$ cat src/rtl/mem_ctrl_pkg.sv
// Shared types and helpers for the byte-serial instruction/data memory controller.
package mem_ctrl_pkg;

    typedef enum logic [1:0] {
        IDLE   = 2'd0,
        IF_RD  = 2'd1,
        MEM_RD = 2'd2,
        MEM_WR = 2'd3
    } state_e;

    localparam logic [31:0] ZERO32     = 32'h0000_0000;
    localparam logic [2:0]  WORD_BYTES = 3'd4;

    // Byte count of a load/store; anything but 1 or 2 is a full word.
    function automatic logic [2:0] len_bytes(input logic [2:0] len);
        case (len)
            3'd1:    return 3'd1;
            3'd2:    return 3'd2;
            default: return WORD_BYTES;
        endcase
    endfunction

endpackage

$ cat src/rtl/mem_ctrl_if.sv
// Fetch, load/store and byte-wide RAM signals shared by the controller and its users.
interface mem_ctrl_if;

    logic        pcJump_in;
    logic        if_req_in;
    logic [31:0] if_addr_in;
    logic [31:0] if_data_out;
    logic        if_done_out;
    logic        mem_req_in;
    logic        mem_wr_in;
    logic [31:0] mem_addr_in;
    logic [2:0]  mem_len_in;
    logic [31:0] mem_wdata_in;
    logic [31:0] mem_data_out;
    logic        mem_done_out;
    logic [7:0]  ram_din_in;
    logic [7:0]  ram_dout_out;
    logic [31:0] ram_a_out;
    logic        ram_wr_out;
    logic        ifStall_out;
    logic        memStall_out;

    modport slave (
        input  pcJump_in, if_req_in, if_addr_in, mem_req_in, mem_wr_in,
               mem_addr_in, mem_len_in, mem_wdata_in, ram_din_in,
        output if_data_out, if_done_out, mem_data_out, mem_done_out,
               ram_dout_out, ram_a_out, ram_wr_out, ifStall_out, memStall_out
    );

    modport master (
        output pcJump_in, if_req_in, if_addr_in, mem_req_in, mem_wr_in,
               mem_addr_in, mem_len_in, mem_wdata_in, ram_din_in,
        input  if_data_out, if_done_out, mem_data_out, mem_done_out,
               ram_dout_out, ram_a_out, ram_wr_out, ifStall_out, memStall_out
    );

endinterface

$ cat src/rtl/mem_ctrl.sv
// Serialises fetches and loads/stores onto a byte RAM: n-byte read done n+1 edges after accept, write after n.
// Requesters hold req until done; the stall outputs hold the pipeline meanwhile, and a load/store beats a fetch.
module mem_ctrl
    import mem_ctrl_pkg::*;
(
    input  logic      clk_in,
    input  logic      rst_in,
    mem_ctrl_if.slave bus
);

    state_e      state_q;
    logic [2:0]  cnt_q;
    logic [2:0]  len_q;
    logic [31:0] addr_q;
    logic [31:0] wdata_q;
    logic [31:0] rbuf_q;
    logic [31:0] if_data_q;
    logic [31:0] mem_data_q;
    logic [31:0] ram_a_q;
    logic [7:0]  ram_dout_q;
    logic        ram_wr_q;
    logic        if_done_q;
    logic        mem_done_q;

    logic [2:0]  mem_len_d;
    logic        done_cycle_d;

    assign mem_len_d    = len_bytes(bus.mem_len_in);
    assign done_cycle_d = if_done_q | mem_done_q;

    always_ff @(posedge clk_in) begin
        if (rst_in) begin
            state_q    <= IDLE;
            cnt_q      <= 3'd0;
            len_q      <= 3'd0;
            addr_q     <= ZERO32;
            wdata_q    <= ZERO32;
            rbuf_q     <= ZERO32;
            if_data_q  <= ZERO32;
            mem_data_q <= ZERO32;
            ram_a_q    <= ZERO32;
            ram_dout_q <= 8'h00;
            ram_wr_q   <= 1'b0;
            if_done_q  <= 1'b0;
            mem_done_q <= 1'b0;
        end else begin
            if_done_q  <= 1'b0;
            mem_done_q <= 1'b0;
            ram_wr_q   <= 1'b0;
            case (state_q)
                IDLE: begin
                    // The done cycle is a mandatory turnaround: requests still held then are not taken.
                    if (!done_cycle_d) begin
                        if (bus.mem_req_in) begin
                            addr_q  <= bus.mem_addr_in;
                            len_q   <= mem_len_d;
                            wdata_q <= bus.mem_wdata_in;
                            ram_a_q <= bus.mem_addr_in;
                            rbuf_q  <= ZERO32;
                            cnt_q   <= 3'd0;
                            if (bus.mem_wr_in) begin
                                state_q    <= MEM_WR;
                                ram_dout_q <= bus.mem_wdata_in[7:0];
                                ram_wr_q   <= 1'b1;
                            end else begin
                                state_q <= MEM_RD;
                            end
                        end else if (bus.if_req_in && !bus.pcJump_in) begin
                            addr_q  <= bus.if_addr_in;
                            len_q   <= WORD_BYTES;
                            ram_a_q <= bus.if_addr_in;
                            rbuf_q  <= ZERO32;
                            cnt_q   <= 3'd0;
                            state_q <= IF_RD;
                        end
                    end
                end
                IF_RD, MEM_RD: begin
                    if (state_q == IF_RD && bus.pcJump_in) begin
                        state_q <= IDLE;
                        cnt_q   <= 3'd0;
                    end else if (cnt_q == len_q) begin
                        state_q <= IDLE;
                        cnt_q   <= 3'd0;
                        if (state_q == IF_RD) begin
                            if_data_q <= rbuf_q;
                            if_done_q <= 1'b1;
                        end else begin
                            mem_data_q <= rbuf_q;
                            mem_done_q <= 1'b1;
                        end
                    end else begin
                        // RAM returns the byte for the previous cycle's address.
                        rbuf_q[{cnt_q[1:0], 3'b000} +: 8] <= bus.ram_din_in;
                        cnt_q <= cnt_q + 3'd1;
                        if (cnt_q + 3'd1 < len_q) begin
                            ram_a_q <= addr_q + 32'(cnt_q) + 32'd1;
                        end
                    end
                end
                MEM_WR: begin
                    if (cnt_q + 3'd1 < len_q) begin
                        cnt_q      <= cnt_q + 3'd1;
                        ram_a_q    <= addr_q + 32'(cnt_q) + 32'd1;
                        ram_dout_q <= wdata_q[{cnt_q[1:0] + 2'd1, 3'b000} +: 8];
                        ram_wr_q   <= 1'b1;
                    end else begin
                        state_q    <= IDLE;
                        cnt_q      <= 3'd0;
                        mem_done_q <= 1'b1;
                    end
                end
                default: state_q <= IDLE;
            endcase
        end
    end

    assign bus.if_data_out  = if_data_q;
    assign bus.if_done_out  = if_done_q;
    assign bus.mem_data_out = mem_data_q;
    assign bus.mem_done_out = mem_done_q;
    assign bus.ram_a_out    = ram_a_q;
    assign bus.ram_dout_out = ram_dout_q;
    assign bus.ram_wr_out   = ram_wr_q;
    assign bus.ifStall_out  = bus.if_req_in & ~if_done_q;
    assign bus.memStall_out = bus.mem_req_in & ~mem_done_q;

endmodule

$ cat src/flat_wrapper.sv
// flat-port wrapper written by rule: the top's interface ports become plain ports
module mem_ctrl_flat import mem_ctrl_pkg::*;
  (clk_in, rst_in, bus_pcJump_in, bus_if_req_in, bus_if_addr_in, bus_mem_req_in, bus_mem_wr_in, bus_mem_addr_in, bus_mem_len_in, bus_mem_wdata_in, bus_ram_din_in, bus_if_data_out, bus_if_done_out, bus_mem_data_out, bus_mem_done_out, bus_ram_dout_out, bus_ram_a_out, bus_ram_wr_out, bus_ifStall_out, bus_memStall_out);
  mem_ctrl_if bus_i ();
  input  logic clk_in;
  input  logic rst_in;
  input wire logic [$bits(bus_i.pcJump_in)-1:0] bus_pcJump_in;
  input wire logic [$bits(bus_i.if_req_in)-1:0] bus_if_req_in;
  input wire logic [$bits(bus_i.if_addr_in)-1:0] bus_if_addr_in;
  input wire logic [$bits(bus_i.mem_req_in)-1:0] bus_mem_req_in;
  input wire logic [$bits(bus_i.mem_wr_in)-1:0] bus_mem_wr_in;
  input wire logic [$bits(bus_i.mem_addr_in)-1:0] bus_mem_addr_in;
  input wire logic [$bits(bus_i.mem_len_in)-1:0] bus_mem_len_in;
  input wire logic [$bits(bus_i.mem_wdata_in)-1:0] bus_mem_wdata_in;
  input wire logic [$bits(bus_i.ram_din_in)-1:0] bus_ram_din_in;
  output wire logic [$bits(bus_i.if_data_out)-1:0] bus_if_data_out;
  output wire logic [$bits(bus_i.if_done_out)-1:0] bus_if_done_out;
  output wire logic [$bits(bus_i.mem_data_out)-1:0] bus_mem_data_out;
  output wire logic [$bits(bus_i.mem_done_out)-1:0] bus_mem_done_out;
  output wire logic [$bits(bus_i.ram_dout_out)-1:0] bus_ram_dout_out;
  output wire logic [$bits(bus_i.ram_a_out)-1:0] bus_ram_a_out;
  output wire logic [$bits(bus_i.ram_wr_out)-1:0] bus_ram_wr_out;
  output wire logic [$bits(bus_i.ifStall_out)-1:0] bus_ifStall_out;
  output wire logic [$bits(bus_i.memStall_out)-1:0] bus_memStall_out;
  assign bus_i.pcJump_in = bus_pcJump_in;
  assign bus_i.if_req_in = bus_if_req_in;
  assign bus_i.if_addr_in = bus_if_addr_in;
  assign bus_i.mem_req_in = bus_mem_req_in;
  assign bus_i.mem_wr_in = bus_mem_wr_in;
  assign bus_i.mem_addr_in = bus_mem_addr_in;
  assign bus_i.mem_len_in = bus_mem_len_in;
  assign bus_i.mem_wdata_in = bus_mem_wdata_in;
  assign bus_i.ram_din_in = bus_ram_din_in;
  assign bus_if_data_out = bus_i.if_data_out;
  assign bus_if_done_out = bus_i.if_done_out;
  assign bus_mem_data_out = bus_i.mem_data_out;
  assign bus_mem_done_out = bus_i.mem_done_out;
  assign bus_ram_dout_out = bus_i.ram_dout_out;
  assign bus_ram_a_out = bus_i.ram_a_out;
  assign bus_ram_wr_out = bus_i.ram_wr_out;
  assign bus_ifStall_out = bus_i.ifStall_out;
  assign bus_memStall_out = bus_i.memStall_out;
  mem_ctrl u_core (.clk_in(clk_in), .rst_in(rst_in), .bus(bus_i));
endmodule
$ cat config.mk
export PLATFORM = sky130hd
export DESIGN_NAME = mem_ctrl_flat
export DESIGN_NICKNAME = d
export VERILOG_FILES = /design/src/rtl/mem_ctrl_pkg.sv /design/src/rtl/mem_ctrl_if.sv /design/src/rtl/mem_ctrl.sv /design/src/flat_wrapper.sv
export SDC_FILE = /design/constraint.sdc
export NUM_CORES = 1
export LEC_CHECK = 0
export ABC_CLOCK_PERIOD_IN_PS = 2700
export CELL_PAD_IN_SITES_DETAIL_PLACEMENT = 0
export CELL_PAD_IN_SITES_GLOBAL_PLACEMENT = 1
export CORE_MARGIN = 5
export CORE_UTILIZATION = 47
export DETAILED_ROUTE_END_ITERATION = 10
export DONT_BUFFER_PORTS = 1
export PLACE_DENSITY_LB_ADDON = 0.05
export SYNTH_ARGS = -nofsm -noshare
export SYNTH_HDL_FRONTEND = slang
export SYNTH_SLANG_ARGS = --single-unit
$ cat constraint.sdc
create_clock -name clk_in -period 2.7 [get_ports clk_in]
set_input_delay 0.54 -clock clk_in [delete_from_list [all_inputs] [get_ports clk_in]]
set_output_delay 0.54 -clock clk_in [all_outputs]
set_load 0.005 [all_outputs]
==> impl_metrics.csv <==
group,metric,value,unit
floorplan,ioPinCount,222,
critical_path,path_max_fanout,8,
yosys,netlist_area,9760,um2
global_routing,track_usage,21.9,%
placement,hpwlAfterDp,18.5,mm
power,vdd_drop_max,0.000477,V
power,power_frac_comb,27.5,%
drt,drtAntennaViolNets,0,
floorplan,die_h,154,um
floorplan,core_area,20400,um2
power,power.internal,6.45,mW
power,clock_power_share,32.1,%
job,drv_cap,0,
clock_network,cts_buffer_depth,3,
global_routing,grt_pass1_wl,43.5,mm
drt,dr.pass1.iters,4,
yosys,syn_avg_cell_area,8.41,um2
clock_network,cts_root_buf,"clkbuf_16",
power,power.density,902,nW/um2
clock_network,cts_tree,"built",
yosys,synth-seq-area-share,43.3,%
global_routing,grt_pass1_vias,7672,
sta,tightest_slew,0.605,ns
finish,n_antenna_cell,0,
placement,pre_cts_slack,0.267,ns
drt,drc,0,
critical_path,endpoint_kind,"register",
sta,drv_slew,0,
yosys,synth_flop_cell,"dfxtp_1",
clock_network,cts_hold_buf,0,
yosys,ys_types,67,
finish,final_common_cell,"nand2_1",
clock_network,htreeDepth,1,
yosys,synth-edff-count,0,
critical_path,cp-start-kind,"register",
clock_network,cts_made_buffers,24,
critical_path,worstRegToRegCells,7,
sta,fmax,0.408,GHz
yosys,synth_nets,1292,
finish,area_growth_syn_to_layout,11.7,%
drt,drt-initial-drc-count,502,
finish,fin_cells,1429,
placement,place_congestion,0.847,
critical_path,critPathArrivalTime,2.88,ns
yosys,synthArstFlopShare,0,%
run_status,status,"finished clean",
sta,min_period_over_period,90.8,%
drt,drt-total-wl,27.3,mm
placement,placed_cells,1386,
drt,num_vias,8203,
clock_network,cts_sinks,211,
power,seqPwrFrac,40.4,%
sta,rsz0062_at_grt,"false",
floorplan,rows,52,
global_routing,grt-ovfl-total,0,
placement,port_buffers,0,
yosys,synth_area_leader_cell,"dfxtp_1",
power,switching_share,34.4,%
yosys,ys_warn_count,0,
global_routing,antenna_found_initial,0,
drt,routed_via_density,5.74,
yosys,synthCells,1161,
finish,most-common-layout-cells,"nand2_1, dfxtp_1, a21oi_1, nor2_1, o21ai_0",
yosys,synthTopCellsByArea,"dfxtp_1, a21oi_1, nand2_1",
sta,relSlewSlack,58.6,%
finish,drive_above_1_share,10.8,%
clock_network,cts.clk_slew.worst_paths,0.06,ns
yosys,netlist.area_leader.share,43.3,%
sta,period_needed,2.45,ns
clock_network,insertion_delay,0.51,ns
power,p_leak,3.77,nW
sta,setup_tns,0,ns
floorplan,start_util,47.9,%
floorplan,fp.dieArea,23800,um2
sta,setup_viol,0,
finish,nNetsFinal,1273,
sta,skew,0.0169,ns
yosys,synth-seq-cells,211,
floorplan,die-width,154,um
critical_path,worstPathRequired,3.13,ns
drt,routedWlPerCell,19.1,um
power,power_switching,3.39,mW
global_routing,grt_max_degree,225,
min_path,min_path_cells,1,
sta,finalHoldViolations,0,
min_path,hp-class,"input port to register",
critical_path,crit_type,"register to register",
sta,setup_ws,0.247,ns
-- logic make-up (layout without fill, tap and decap cells) --
kind of cell | count (synthesis) | after routing | synth area share [%]
xor+xnor | 18 | 18 | 1.61
buf+inv | 114 | 112 | 4.74
simple gates | 417 | 417 | 20.3
fa+ha+maj | 18 | 18 | 2.38
flops | 211 | 211 | 43.3
compound gates | 322 | 322 | 20.3
mux | 61 | 61 | 7.46
-- cells in the mapped netlist (all sizes together), types with 5 or more instances --
cell type / instances
o21ai: 61
nor2b: 5
inv: 24
ha: 17
nor3: 17
dfxtp: 211
a211oi: 34
nand4: 41
a21boi: 5
mux2: 14
nand2: 217
nand4b: 8
mux2i: 39
mux4: 8
nand2b: 19
nand3: 21
a21oi: 169
xor2: 14
clkbuf: 67
o32ai: 6
buf: 23
nor2: 53
or3: 7
o22ai: 5
o221ai: 8
-- registers in the layout, summed over array words and instances (netlist names), 2 cells and up --
name                     count
u_core.state_q               2
u_core.wdata_q              32
u_core.cnt_q                 3
u_core.bus.mem_data_out     32
u_core.rbuf_q               32
u_core.bus.ram_a_out        32
u_core.addr_q               32
u_core.len_q                 3
u_core.bus.ram_dout_out      8
u_core.bus.if_data_out      32
-- timing repair --
item / CTS / global route
buffers inserted: 0 / 0
gates resized for setup: 0 / 2
setup endpoints to repair: 0 / 4
-- worst max-delay path, stage by stage (launching register included) --
cell      delay (ns)
dfxtp_1         0.43
inv_1           0.09
ha_1            0.37
and3_1          0.22
a221o_1         0.36
or4_1           0.51
buf_4           0.21
o221ai_2        0.17
-- path summary, 6_finish.rpt --
check / startpoint / to / slack (ns)
worst max-delay path: u_core.state_q[0]$_SDFFE_PP0P_ / u_core.bus.ram_a_out[26]$_SDFFE_PP0P_ / 0.25
worst min register to register: u_core.wdata_q[25]$_SDFFE_PP0P_ / u_core.wdata_q[25]$_SDFFE_PP0P_ / 0.45
worst min-delay path: rst_in / u_core.addr_q[10]$_SDFFE_PP0P_ / 0.11
worst max register to register: u_core.state_q[0]$_SDFFE_PP0P_ / u_core.bus.ram_a_out[26]$_SDFFE_PP0P_ / 0.25
-- final cells by class --
class	instances	area (um2)
inverters	24	90.1
flip-flops and latches	211	4220
well taps	270	338
clock buffers	40	752
clock inverters	3	15.0
multi-input cells	836	5120
repair buffers	45	363
fillers	1992	9460
-- power by group through the flow --
stage	combinational (mW)	clock [mW]	sequential (mW)
6_report	2.71	3.15	3.98
3_5_place_dp	2.70	0	4.05
2_1_floorplan	1.98	0	3.89
5_1_grt	3.01	3.35	4.04
4_1_cts	2.71	3.23	3.98
3_3_place_gp	2.70	0	4.04
-- per-stage QoR --
stage	total power, mW	area, um2	util [%]	hold WS [ns]
global placement	6.74	10100	49.7	0.435
global route	10.4	10900	53.6	0.0829
finish	9.84	10900	53.6	0.111
floorplan	5.86	9760	-	0.433
CTS	9.93	10900	53.5	0.0838
detailed placement	6.75	10100	49.7	0.442
-- routing by layer --
layer / vias up / GRT usage [%] / part of all wire (%) / routed length (um)
met1: 3828 / 31.7 / 47 / 12800
met5: - / 0 / 0 / 0
li1: 4102 / - / - / -
met3: 30 / 6.72 / 9.0 / 2450
met4: 0 / 4.33 / 1.5 / 397
met2: 243 / 32.4 / 43 / 11700
(Power assumes the default switching activity.)
